--- config.mk ---
export PLATFORM = sky130hd
export DESIGN_NAME = ex_result_buffer
export DESIGN_NICKNAME = d
export VERILOG_FILES = /design/src/rtl/ex_result_buffer.sv
export SDC_FILE = /design/constraint.sdc
export NUM_CORES = 1
export LEC_CHECK = 0
export CORE_UTILIZATION = 35
export CTS_BUF_LIST = sky130_fd_sc_hd__clkbuf_4 sky130_fd_sc_hd__clkbuf_8
export DETAILED_ROUTE_END_ITERATION = 8
export SKIP_LAST_GASP = 1
export SLEW_MARGIN = 20
export SYNTH_ARGS = -nofsm -noshare
export SYNTH_HDL_FRONTEND = slang
export SYNTH_SLANG_ARGS = --single-unit
--- constraint.sdc ---
create_clock -name clock -period 4.96 [get_ports clock]
set_input_delay 0.496 -clock clock [delete_from_list [all_inputs] [get_ports clock]]
set_output_delay 0.496 -clock clock [all_outputs]
set_load 0.005 [all_outputs]
--- src/rtl/ex_result_buffer.sv ---
// Two-entry result skid buffer between EX and MEM with decode operand forwarding.
// Latency: a pushed entry reaches out_* on the next cycle at the earliest; no in->out bypass.
// Backpressure: in_ready depends only on registered occupancy (low when full), never on out_ready.
//
// Ports:
//   clock, resetn                : clock, asynchronous active-low reset
//   in_valid/in_ready, in_*      : EX result, flags and control (push side)
//   flush                        : drop all held entries and any same-cycle push
//   out_valid/out_ready, out_*   : head (oldest) entry toward MEM (pop side)
//   fwd_rs/fwd_rt -> fwd_*       : combinational lookup over held entries, youngest wins
//   occupancy                    : number of held entries (0..2)
module ex_result_buffer #(
    parameter int DEPTH = 2,
    parameter int DW    = 32
) (
    input  logic          clock,
    input  logic          resetn,
    input  logic          in_valid,
    output logic          in_ready,
    input  logic [DW-1:0] in_r,
    input  logic          in_z,
    input  logic [4:0]    in_rn,
    input  logic          in_wreg,
    input  logic          in_m2reg,
    input  logic          in_wmem,
    input  logic [DW-1:0] in_sv,
    input  logic          flush,
    output logic          out_valid,
    input  logic          out_ready,
    output logic [DW-1:0] out_r,
    output logic          out_z,
    output logic [4:0]    out_rn,
    output logic          out_wreg,
    output logic          out_m2reg,
    output logic          out_wmem,
    output logic [DW-1:0] out_sv,
    input  logic [4:0]    fwd_rs,
    input  logic [4:0]    fwd_rt,
    output logic          fwd_a_hit,
    output logic [DW-1:0] fwd_a_data,
    output logic          fwd_b_hit,
    output logic [DW-1:0] fwd_b_data,
    output logic          fwd_stall,
    output logic [1:0]    occupancy
);

    typedef struct packed {
        logic [DW-1:0] r;
        logic          z;
        logic [4:0]    rn;
        logic          wreg;
        logic          m2reg;
        logic          wmem;
        logic [DW-1:0] sv;
    } ent_t;

    // ent0 is always the head (oldest); ent1 is only meaningful when two are held.
    ent_t       ent0_q, ent0_d;
    ent_t       ent1_q, ent1_d;
    logic [1:0] occupancy_q, occupancy_d;

    ent_t in_ent;
    logic push;
    logic pop;

    assign in_ent = '{r: in_r, z: in_z, rn: in_rn, wreg: in_wreg,
                      m2reg: in_m2reg, wmem: in_wmem, sv: in_sv};

    assign in_ready  = (occupancy_q != 2'(DEPTH));
    assign out_valid = (occupancy_q != 2'd0);
    assign push      = in_valid & in_ready;
    assign pop       = out_valid & out_ready;

    always_comb begin
        ent0_d      = ent0_q;
        ent1_d      = ent1_q;
        occupancy_d = occupancy_q;
        if (flush) begin
            occupancy_d = 2'd0;
        end else begin
            case (occupancy_q)
                2'd0: begin
                    if (push) begin
                        ent0_d      = in_ent;
                        occupancy_d = 2'd1;
                    end
                end
                2'd1: begin
                    if (push && pop) begin
                        ent0_d = in_ent;         // head leaves, newcomer becomes head
                    end else if (push) begin
                        ent1_d      = in_ent;
                        occupancy_d = 2'd2;
                    end else if (pop) begin
                        occupancy_d = 2'd0;
                    end
                end
                default: begin
                    if (pop) begin
                        ent0_d      = ent1_q;    // promote second entry
                        occupancy_d = 2'd1;
                    end
                end
            endcase
        end
    end

    always_ff @(posedge clock or negedge resetn) begin
        if (!resetn) begin
            ent0_q      <= '0;
            ent1_q      <= '0;
            occupancy_q <= 2'd0;
        end else begin
            ent0_q      <= ent0_d;
            ent1_q      <= ent1_d;
            occupancy_q <= occupancy_d;
        end
    end

    assign out_r     = ent0_q.r;
    assign out_z     = ent0_q.z;
    assign out_rn    = ent0_q.rn;
    assign out_wreg  = ent0_q.wreg;
    assign out_m2reg = ent0_q.m2reg;
    assign out_wmem  = ent0_q.wmem;
    assign out_sv    = ent0_q.sv;
    assign occupancy = occupancy_q;

    // Returns {load_hit, hit, data}. The younger entry is examined first so it
    // shadows the older one; a load match suppresses the hit and requests a stall.
    function automatic logic [DW+1:0] fwd_lookup(input logic [4:0] src,
                                                 input ent_t e0, input ent_t e1,
                                                 input logic [1:0] occ);
        logic m0;
        logic m1;
        ent_t sel;
        m1  = (occ == 2'd2) && e1.wreg && (e1.rn == src) && (src != 5'd0);
        m0  = (occ != 2'd0) && e0.wreg && (e0.rn == src) && (src != 5'd0);
        sel = m1 ? e1 : e0;
        if (m1 || m0) begin
            if (sel.m2reg) fwd_lookup = {1'b1, 1'b0, {DW{1'b0}}};
            else           fwd_lookup = {1'b0, 1'b1, sel.r};
        end else begin
            fwd_lookup = '0;
        end
    endfunction

    logic [DW+1:0] look_a;
    logic [DW+1:0] look_b;

    assign look_a     = fwd_lookup(fwd_rs, ent0_q, ent1_q, occupancy_q);
    assign look_b     = fwd_lookup(fwd_rt, ent0_q, ent1_q, occupancy_q);
    assign fwd_a_hit  = look_a[DW];
    assign fwd_a_data = look_a[DW-1:0];
    assign fwd_b_hit  = look_b[DW];
    assign fwd_b_data = look_b[DW-1:0];
    assign fwd_stall  = look_a[DW+1] | look_b[DW+1];

endmodule

== Word-level counts from Yosys, hierarchy flattened ==
Index checks and enable logic that the tools add are counted.

* Output and inout bits: 144
* Flip-flop bits (word level): 148
* Input port bits: 88
* Word-level logic and storage cells: 71

* Reductions and logical operators: 22
* Mux-type cells: 17
* Bitwise gates (word level): 5
* Equal/unequal tests: 12

{| class="wikitable"
|+ Operators by type and width
! kind !! count
|-
| 2-to-1 mux 73 bit || 5
|-
| case mux 73 bit (2 select lines) || 1
|-
| 2-to-1 mux 34 bit || 4
|-
| == test 5 bit || 4
|-
| 2-to-1 mux 2 bit || 6
|-
| AND reduction 4 bit || 3
|-
| logical AND 1 bit || 11
|-
| nonzero test 5 bit || 2
|-
| inequality test 2 bit (second input constant) || 3
|-
| inequality test 3 bit (second input constant) || 2
|-
| inequality test 4 bit (second input constant) || 1
|-
| case mux 2 bit (2 select lines) || 1
|-
| nonzero test 4 bit || 1
|-
| nonzero test 3 bit || 1
|-
| bitwise AND 1 bit || 2
|-
| == test 2 x 1 -> 1 bit (second input constant) || 1
|-
| == test 2 bit (second input constant) || 1
|-
| zero test 2 bit || 1
|-
| logical OR 1 bit || 2
|-
| NOT 1 bit || 2
|-
| nonzero test 2 bit || 1
|-
| bitwise OR 1 bit || 1
|}

== Depth between registers and ports, before layout ==
* Word-level depth: 8
* Depth in mapped cells: 8
* Gate-level depth less buffers: 5

== Least setup slack after synthesis ==
OpenSTA, ideal clock, no wires.

* Kind: input -> output
* Start point: in fwd_rt[4]
* End point: out fwd_stall
* Setup slack: 2723 ps
* Buffers on the path: 0
* Arrival time: 1741 ps
* Stages: 5
* Data required time: 4464 ps
* Cell sequence: xor2_1 > nor4_1 > nand3_1 > a22o_1 > a22o_1

* Word-level cells in the longest chain between the ends: 7
* Elaborated cells on any way between the ends: 12
* Those cells by class: 2 x eq/ne; 3 x mux; 1 x bitwise; 6 x reduce/logical

{| class="wikitable"
|+ RTL lines
! what !! line !! text
|-
| start: declaration || 38 || <nowiki>input logic [4:0] fwd_rt,</nowiki>
|-
| == test 5 bit || 137 || <nowiki>m1 = (occ == 2'd2) && e1.wreg && (e1.rn == src) && (src != 5'd0);</nowiki>
|-
| logical AND 1 bit (2 in series) || 137 ||
|-
| 2-to-1 mux 73 bit || 139 || <nowiki>sel = m1 ? e1 : e0;</nowiki>
|-
| 2-to-1 mux 34 bit || 141 || <nowiki>if (sel.m2reg) fwd_lookup = {1'b1, 1'b0, {DW{1'b0}}};</nowiki>
|-
| 2-to-1 mux 34 bit (*) || 140 || <nowiki>if (m1 || m0) begin</nowiki>
|-
| bitwise OR 1 bit (*) || 157 || <nowiki>assign fwd_stall = look_a[DW+1] | look_b[DW+1];</nowiki>
|-
| end: declaration || 43 || <nowiki>output logic fwd_stall,</nowiki>
|}

Every way passes the cells marked *; elsewhere a longest branch is shown, timed or not.

== Worst setup path after layout ==
* Start point: reg occupancy_q[1], in the netlist occupancy[1]
* End point: out fwd_a_data[31]

* Word-level cells in the longest chain between the ends: 7
* Elaborated cells on any way between the ends: 12
* Those cells by class: 1 x eq/ne; 3 x mux; 8 x reduce/logical

{| class="wikitable"
|+ RTL lines
! what !! line !! text
|-
| start: declaration || 60 || <nowiki>logic [1:0] occupancy_q, occupancy_d;</nowiki>
|-
| start signal: assignment || 116 || <nowiki>occupancy_q <= occupancy_d;</nowiki>
|-
| == test 2 bit || 137 ||
|-
| logical AND 1 bit (3 in series) || 137 ||
|-
| 2-to-1 mux 73 bit || 139 ||
|-
| 2-to-1 mux 34 bit || 141 ||
|-
| 2-to-1 mux 34 bit (*) || 140 ||
|-
| end: declaration || 40 || <nowiki>output logic [DW-1:0] fwd_a_data,</nowiki>
|}

Marks and branches as above.

==> run summary <==
Post-layout util: 50.0%
Per-cell routed wire length: 17.6 µm
GRT Residual Overflow: 0
Status: complete, no violations
Drt pass-1 iters: 4
PD cells: 334 nW/µm²
Clk pwr share: 27.3%
First-pass GRT wire length: 33700 µm
Max_slew headroom: 32.1%
P_leak: 0.00408 µW
Largest net degree at the start of global routing: 107
IO Pins: 232
Crit. End Element: primary output
CTS root buf: clkbuf_8
Fillcell total: 1987
RSZ-0062 raised after global routing: no
Hold Vio Cnt, Final: 0
Max-Cap Viols: 0
Port buffer count: 231
R2R setup slack: 1680 ps
Post-CTS Setup Inserts: 0
TNS Setup: 0 ps
CP max stage cell: or4_2
# DRC: 0
Critical path type: flop to primary output
Final Slew Violations: 0
Setup crit start kind: flop
Share of cells above drive strength 1: 15.7%
Synth unique cells: 34
Post-synthesis register bit count: 148
Remaining antenna violation count: 0
Resized cells post-CTS: 0
Hold_buf cts: 0
HP Class: input pin to asynchronous set/reset pin
GPL Wtd Cong: 0.820
Die width: 150 µm
Area of the die: 22500 µm²
Clk_skew: 16.4 ps
Int Pwr: 2390 µW
Initial Util: 36.1%
CP cell instances: nand3b_1 -> or4_2 -> buf_12 -> o22ai_2 -> clkdlybuf4s50_1
Buf+Inv Stages, Crit Path: 2
Worst-skew pair later-pin latency: 450 ps
Sequential power share: 48.2%
Multi-input gate area: 3680 µm²
Yosys warns: 0
Synth Cell Area: 7660 µm²
Peak supply drop: 0.166 mV
CTS tree: yes
Worst-path clk slew: 100 ps
Syn nets: 805
Worst Path Arrival: 3480 ps
Synth-to-Final Area Change: 38.5%
Critical path required time: 4460 ps
Crit path time final: 3970 ps
DRT iter0 DRCs: 278
Vias: 6066
GRT Overall Usage: 19.5%
Seq. cell area: 3710 µm²
NetSw: 1160 µW
Max incr delay on CP: 1050 ps
Crit path max-delay family: simple AND/OR/NAND/NOR gates
Final setup viols: 0
TritonCTS Sinks: 148
Final period util: 80.1%
Avg Cell Area, Syn: 10.7 µm²
H-tree depth: 4
Initial antenna violation count: 1
Std cell rows: 53
Critical path fanouts, max: 43
Longest Clk Path Bufs: 2
Vias in the first global route: 5970
Power share of the combinational group: 24.5%
Final Net Count: 1013
Slew @ Worst Pin: 1020 ps
Die Y: 150 µm
Routed wire length: 21400 µm
Cts bufs inserted: 17
Area of the core: 21200 µm²
Gate Count Post-Synth: 717
Sequential share of the synthesized area: 48.4%
Peak Freq: 252 MHz
Switch share: 32.6%
HPWL after DPL: 14500 µm
Via density: 5.00
==> through the flow <==
step                      hold slack, ps  cell area [µm²]  power (µW)  cells  setup WS, ps
after global routing                 176            10600        3770   1213           833
after floorplan                      200             7660        2140    717          2720
final                                119            10600        3550   1214           987
after global placement               468            10200        2600   1181          1140
after detailed placement             475            10200        2620   1181          1140
after CTS                            177            10600        3600   1213           932
==> sequential cells by signal (all words and copies together), names as in the netlist <==
| register | count |
|---|---|
| occupancy | 2 |
| out_wmem | 1 |
| out_m2reg | 1 |
| out_sv | 32 |
| out_wreg | 1 |
| ent1_q | 73 |
| out_z | 1 |
| out_r | 32 |
| out_rn | 5 |
==> cells in the mapped netlist <==
library cell / number / area share, %
buf_4: 1 / 0.098
inv_1: 1 / 0.049
or2_1: 1 / 0.082
buf_1: 1 / 0.049
a211oi_1: 1 / 0.098
mux2_2: 63 / 9.3
nor4_4: 1 / 0.28
nand4_1: 3 / 0.25
buf_6: 5 / 0.74
a22o_1: 2 / 0.23
a21oi_1: 75 / 4.9
xor2_1: 6 / 0.69
mux2_1: 11 / 1.6
nand2b_1: 34 / 2.8
nand3_1: 34 / 2.2
nor4_1: 1 / 0.082
o22ai_2: 30 / 4.9
o21ai_0: 25 / 1.6
mux2i_1: 74 / 9.7
xnor2_1: 14 / 1.6
nand2_1: 37 / 1.8
buf_2: 35 / 2.3
o21ai_1: 9 / 0.59
nand4b_1: 1 / 0.11
nand3b_1: 1 / 0.098
nor3b_1: 1 / 0.098
dfrtp_1: 148 / 48
o21a_1: 1 / 0.098
nor3_1: 4 / 0.26
clkbuf_1: 14 / 0.69
o22ai_1: 1 / 0.082
nor4b_2: 1 / 0.20
or4_1: 2 / 0.20
nor2_1: 79 / 3.9
==> layer usage <==
metal  track usage, %  vias up  wire length [µm]
met5                0        -                 0
met4             5.76        0               318
met1             25.9     2906              9690
li1                 -     2940                 -
met3             7.68       21              1970
met2             29.1      199              9420
==> path summary, 6_finish.rpt <==
path                                                from                    end  cells after the start
worst max-delay path            occupancy[1]$_DFFE_PN0P_         fwd_a_data[31]                      5
worst min-delay path                              resetn  out_r[23]$_DFFE_PN0P_                      1
worst max register to register  occupancy[1]$_DFFE_PN0P_   out_r[6]$_DFFE_PN0P_                      6
worst min register to register     ent1_q[4]$_DFFE_PN0P_  ent1_q[4]$_DFFE_PN0P_                      1
max in group asynchronous                         resetn   out_r[2]$_DFFE_PN0P_                      2
min in group clock                 ent1_q[4]$_DFFE_PN0P_  ent1_q[4]$_DFFE_PN0P_                      1
==> cell usage in the layout, fill, tap and decap left out, drive strengths merged, types with 2 or more instances in the layout <==
cell type and n:
a21oi 75, a22o 2, buf 14, clkbuf 18, clkdlybuf4s50 230, clkinv 7, dfrtp 148, inv 9
mux2 74, mux2i 74, nand2 37, nand2b 34, nand3 34, nand4 3, nor2 79, nor3 4
nor4 2, o21ai 34, o22ai 31, or4 2, xnor2 14, xor2 6
==> layout make-up <==
class                      count  area share [%]
antenna                        1          0.0236
clock buffer                  17            2.21
clock inverter                15            1.71
inverter                       1          0.0354
multi-input combinational    512            34.7
sequential                   148            35.0
tap                          275            3.25
timing repair buffer         245            23.1
==> kinds of logic (layout without fill, tap and decap cells) <==
group / after synthesis / after routing / synth area share (%)
and+or+nand+nor: 200 / 200 / 12.3
AOI/OAI and AO/OA: 144 / 144 / 12.5
muxes: 148 / 148 / 20.6
DFF: 148 / 148 / 48.4
buffers and inverters: 57 / 278 / 3.91
other: 0 / 1 / 0
xor gates and xnor gates: 20 / 20 / 2.29
==> power groups by stage <==
stage / clock network [µW] / logic (µW) / registers, µW
after floorplan: 0 / 466 / 1670
after global placement: 0 / 869 / 1730
after detailed placement: 0 / 878 / 1740
after CTS: 1010 / 882 / 1710
after global routing: 1050 / 966 / 1760
final: 968 / 869 / 1710
(Power assumes the default switching activity.)
==> edit: new RTL, same flow settings <==
Reset style: synchronous (`resetn`), changed in one clocked block. Comments in the files are not updated.
--- a/src/rtl/ex_result_buffer.sv
+++ b/src/rtl/ex_result_buffer.sv
@@ -105,7 +105,7 @@
         end
     end
 
-    always_ff @(posedge clock or negedge resetn) begin
+    always_ff @(posedge clock) begin
         if (!resetn) begin
             ent0_q      <= '0;
             ent1_q      <= '0;
Formal check against the unedited RTL: not equivalent (Yosys sat finds a counterexample within 4 cycles, from zero or initial values and one cycle with resetn low; the reset may be asserted at any time).
==> edit against the unedited design <==
- synthesized area grew 1.6%
- synthesized cell count is 24% higher
- routed wire length increased by 4.3%
- cell area about the same
- setup slack improved by 0.12 ns
- sequential share of layout area is 7.0 points lower
- sequential cell count unchanged
- critical endpoint is now fwd_b_data[27]
- highest routed layer unchanged
Power is not compared: it rests on default switching activity, and its combinational part moved more than twofold at a synthesized area within 25%.
==> edit: results (changes against the unedited design) <==
post-synth cell types 38 (+12%); initial antenna violation count 2 (+1); CTS HTree Levels 4 (unchanged); Worst EP arrival 3.36 ns (-0.12 ns); DR pass1 iterations 5 (+1); gp weighted congestion 0.823 (+0.39%); Synth top cells by count nand2_1, dfxtp_1, mux2i_1, o211a_1, a21boi_1; Top reg by flops ent1_q; Final non-clock buffer share 23.1% (+0.028 points); Hold WC Path Type register to register; pre-CTS setup slack 1.08 ns (-0.0590 ns); Post-Syn Area per Cell 8.74 um^2 (-18%); Final Net Count 1,162 (+15%); Clock Skew 0.0129 ns (-0.00352 ns); sequential cells 148 (unchanged); met3 usage 6.39% (-1.3 points); Post-CTS Repair Setup Buffers 0 (unchanged); Synth area leaders dfxtp_1, nand2_1, mux2i_1; Clock Tree Root clkbuf_8; slowest CP cell or4_4; clk_lat worst skew between 0.4 and 0.5 ns; CP peak stage delay 0.61 ns (-0.44 ns); drt wl/cell 16.3 um (-7.5%); Layout clock buffers 19 (+2); vias per inst 5.08 (+1.7%); Placed Instances 1,335 (+13%); Initial DRC Count 304 (+9.4%); Ant. Diodes 1 (unchanged); inverter count 1 (unchanged); Async SR Flop Fraction 0% (-100 points); Seq/Total Area, Yosys 38.1% (-10 points); register area 2970 um^2 (-20%); non-clock buffer count 246 (+0.41%); CTS Buf Count 17 (unchanged); Tot GR Track Use 19.5% (about the same); Worst-path clk slew 0.08 ns (-0.02 ns); first-pass GRT wire length 34.7 mm (+2.8%); share of cells above drive strength 1 10.6% (-5.1 points); FILL cells 2,190 (+10%); Mapped Nets 978 (+21%); Layout clock area frac 3.84% (-0.080 points); CP max FO 48 (+12%); Routed WL 22.3 mm (+4.3%); Max IR drop VDD around 0.14 mV; HPWL after detailed placement 14.5 mm (+0.21%); largest net degree at the start of global routing 100 (-6.5%); max reg flops 73 (unchanged); P_leak about 4.0 nW; met1 Use GR 25.5% (-0.45 points); Worst-Margin Slew 0.979 ns (-0.0360 ns); met2 track demand over resource 30.7% (+1.6 points); status finished, final reports clean; multi-input gates 660 (+29%); vias in the first global route 6,350 (+6.4%); sequential group share of total power 49.5%; multi-input logic portion of the cell area 41.7% (+7.0 points)
-- edit: path summary, 6_finish.rpt --
path	startpoint	endpoint	slack (ns)	cells after the start
worst max-delay path	fwd_rt[1]	fwd_b_data[27]	1.11	8
worst min-delay path	ent1_q[4]$_SDFFE_PN0P_	ent1_q[4]$_SDFFE_PN0P_	0.46	2
worst max register to register	occupancy[1]$_SDFFE_PP0P_	ent1_q[31]$_SDFFE_PN0P_	2.28	6
worst min register to register	ent1_q[4]$_SDFFE_PN0P_	ent1_q[4]$_SDFFE_PN0P_	0.46	2
-- edit: worst reg2reg max path: stages, from the launching register on --
cell and delay [ns]:
dfxtp_4 0.35, buf_4 0.46, buf_4 0.85, or4_2 0.33, buf_12 0.32, nand2_1 0.13, a21boi_0 0.16
-- edit: logic make-up (layout without fill, tap and decap cells) --
group	count (synthesis)	after routing	synth area share, %
simple gates	348	348	22.0
compound gates	218	218	22.6
flops	148	148	38.1
buf+inv	82	279	5.42
mux	74	74	9.54
xor+xnor	20	20	2.25
other cells	0	1	0
-- edit: stage by stage --
stage / util (%) / hold WS, ns / cell area, um^2 / total power (W)
2_1_floorplan: - / 0.435 / 7770 / 0.00143
3_3_place_gp: 46.7 / 0.441 / 10200 / 0.00163
3_5_place_dp: 46.7 / 0.445 / 10200 / 0.00163
4_1_cts: 48.5 / 0.459 / 10600 / 0.00262
5_1_grt: 48.5 / 0.478 / 10600 / 0.00270
6_report: 48.5 / 0.456 / 10600 / 0.00258
-- edit: per-layer routing --
layer / up-vias / wire [um] / share of wire, %
met5: - / 0 / 0
met4: 0 / 204 / 0.91
met3: 17 / 1830 / 8.2
met2: 206 / 9880 / 44
met1: 3266 / 10400 / 47
li1: 3464 / - / -
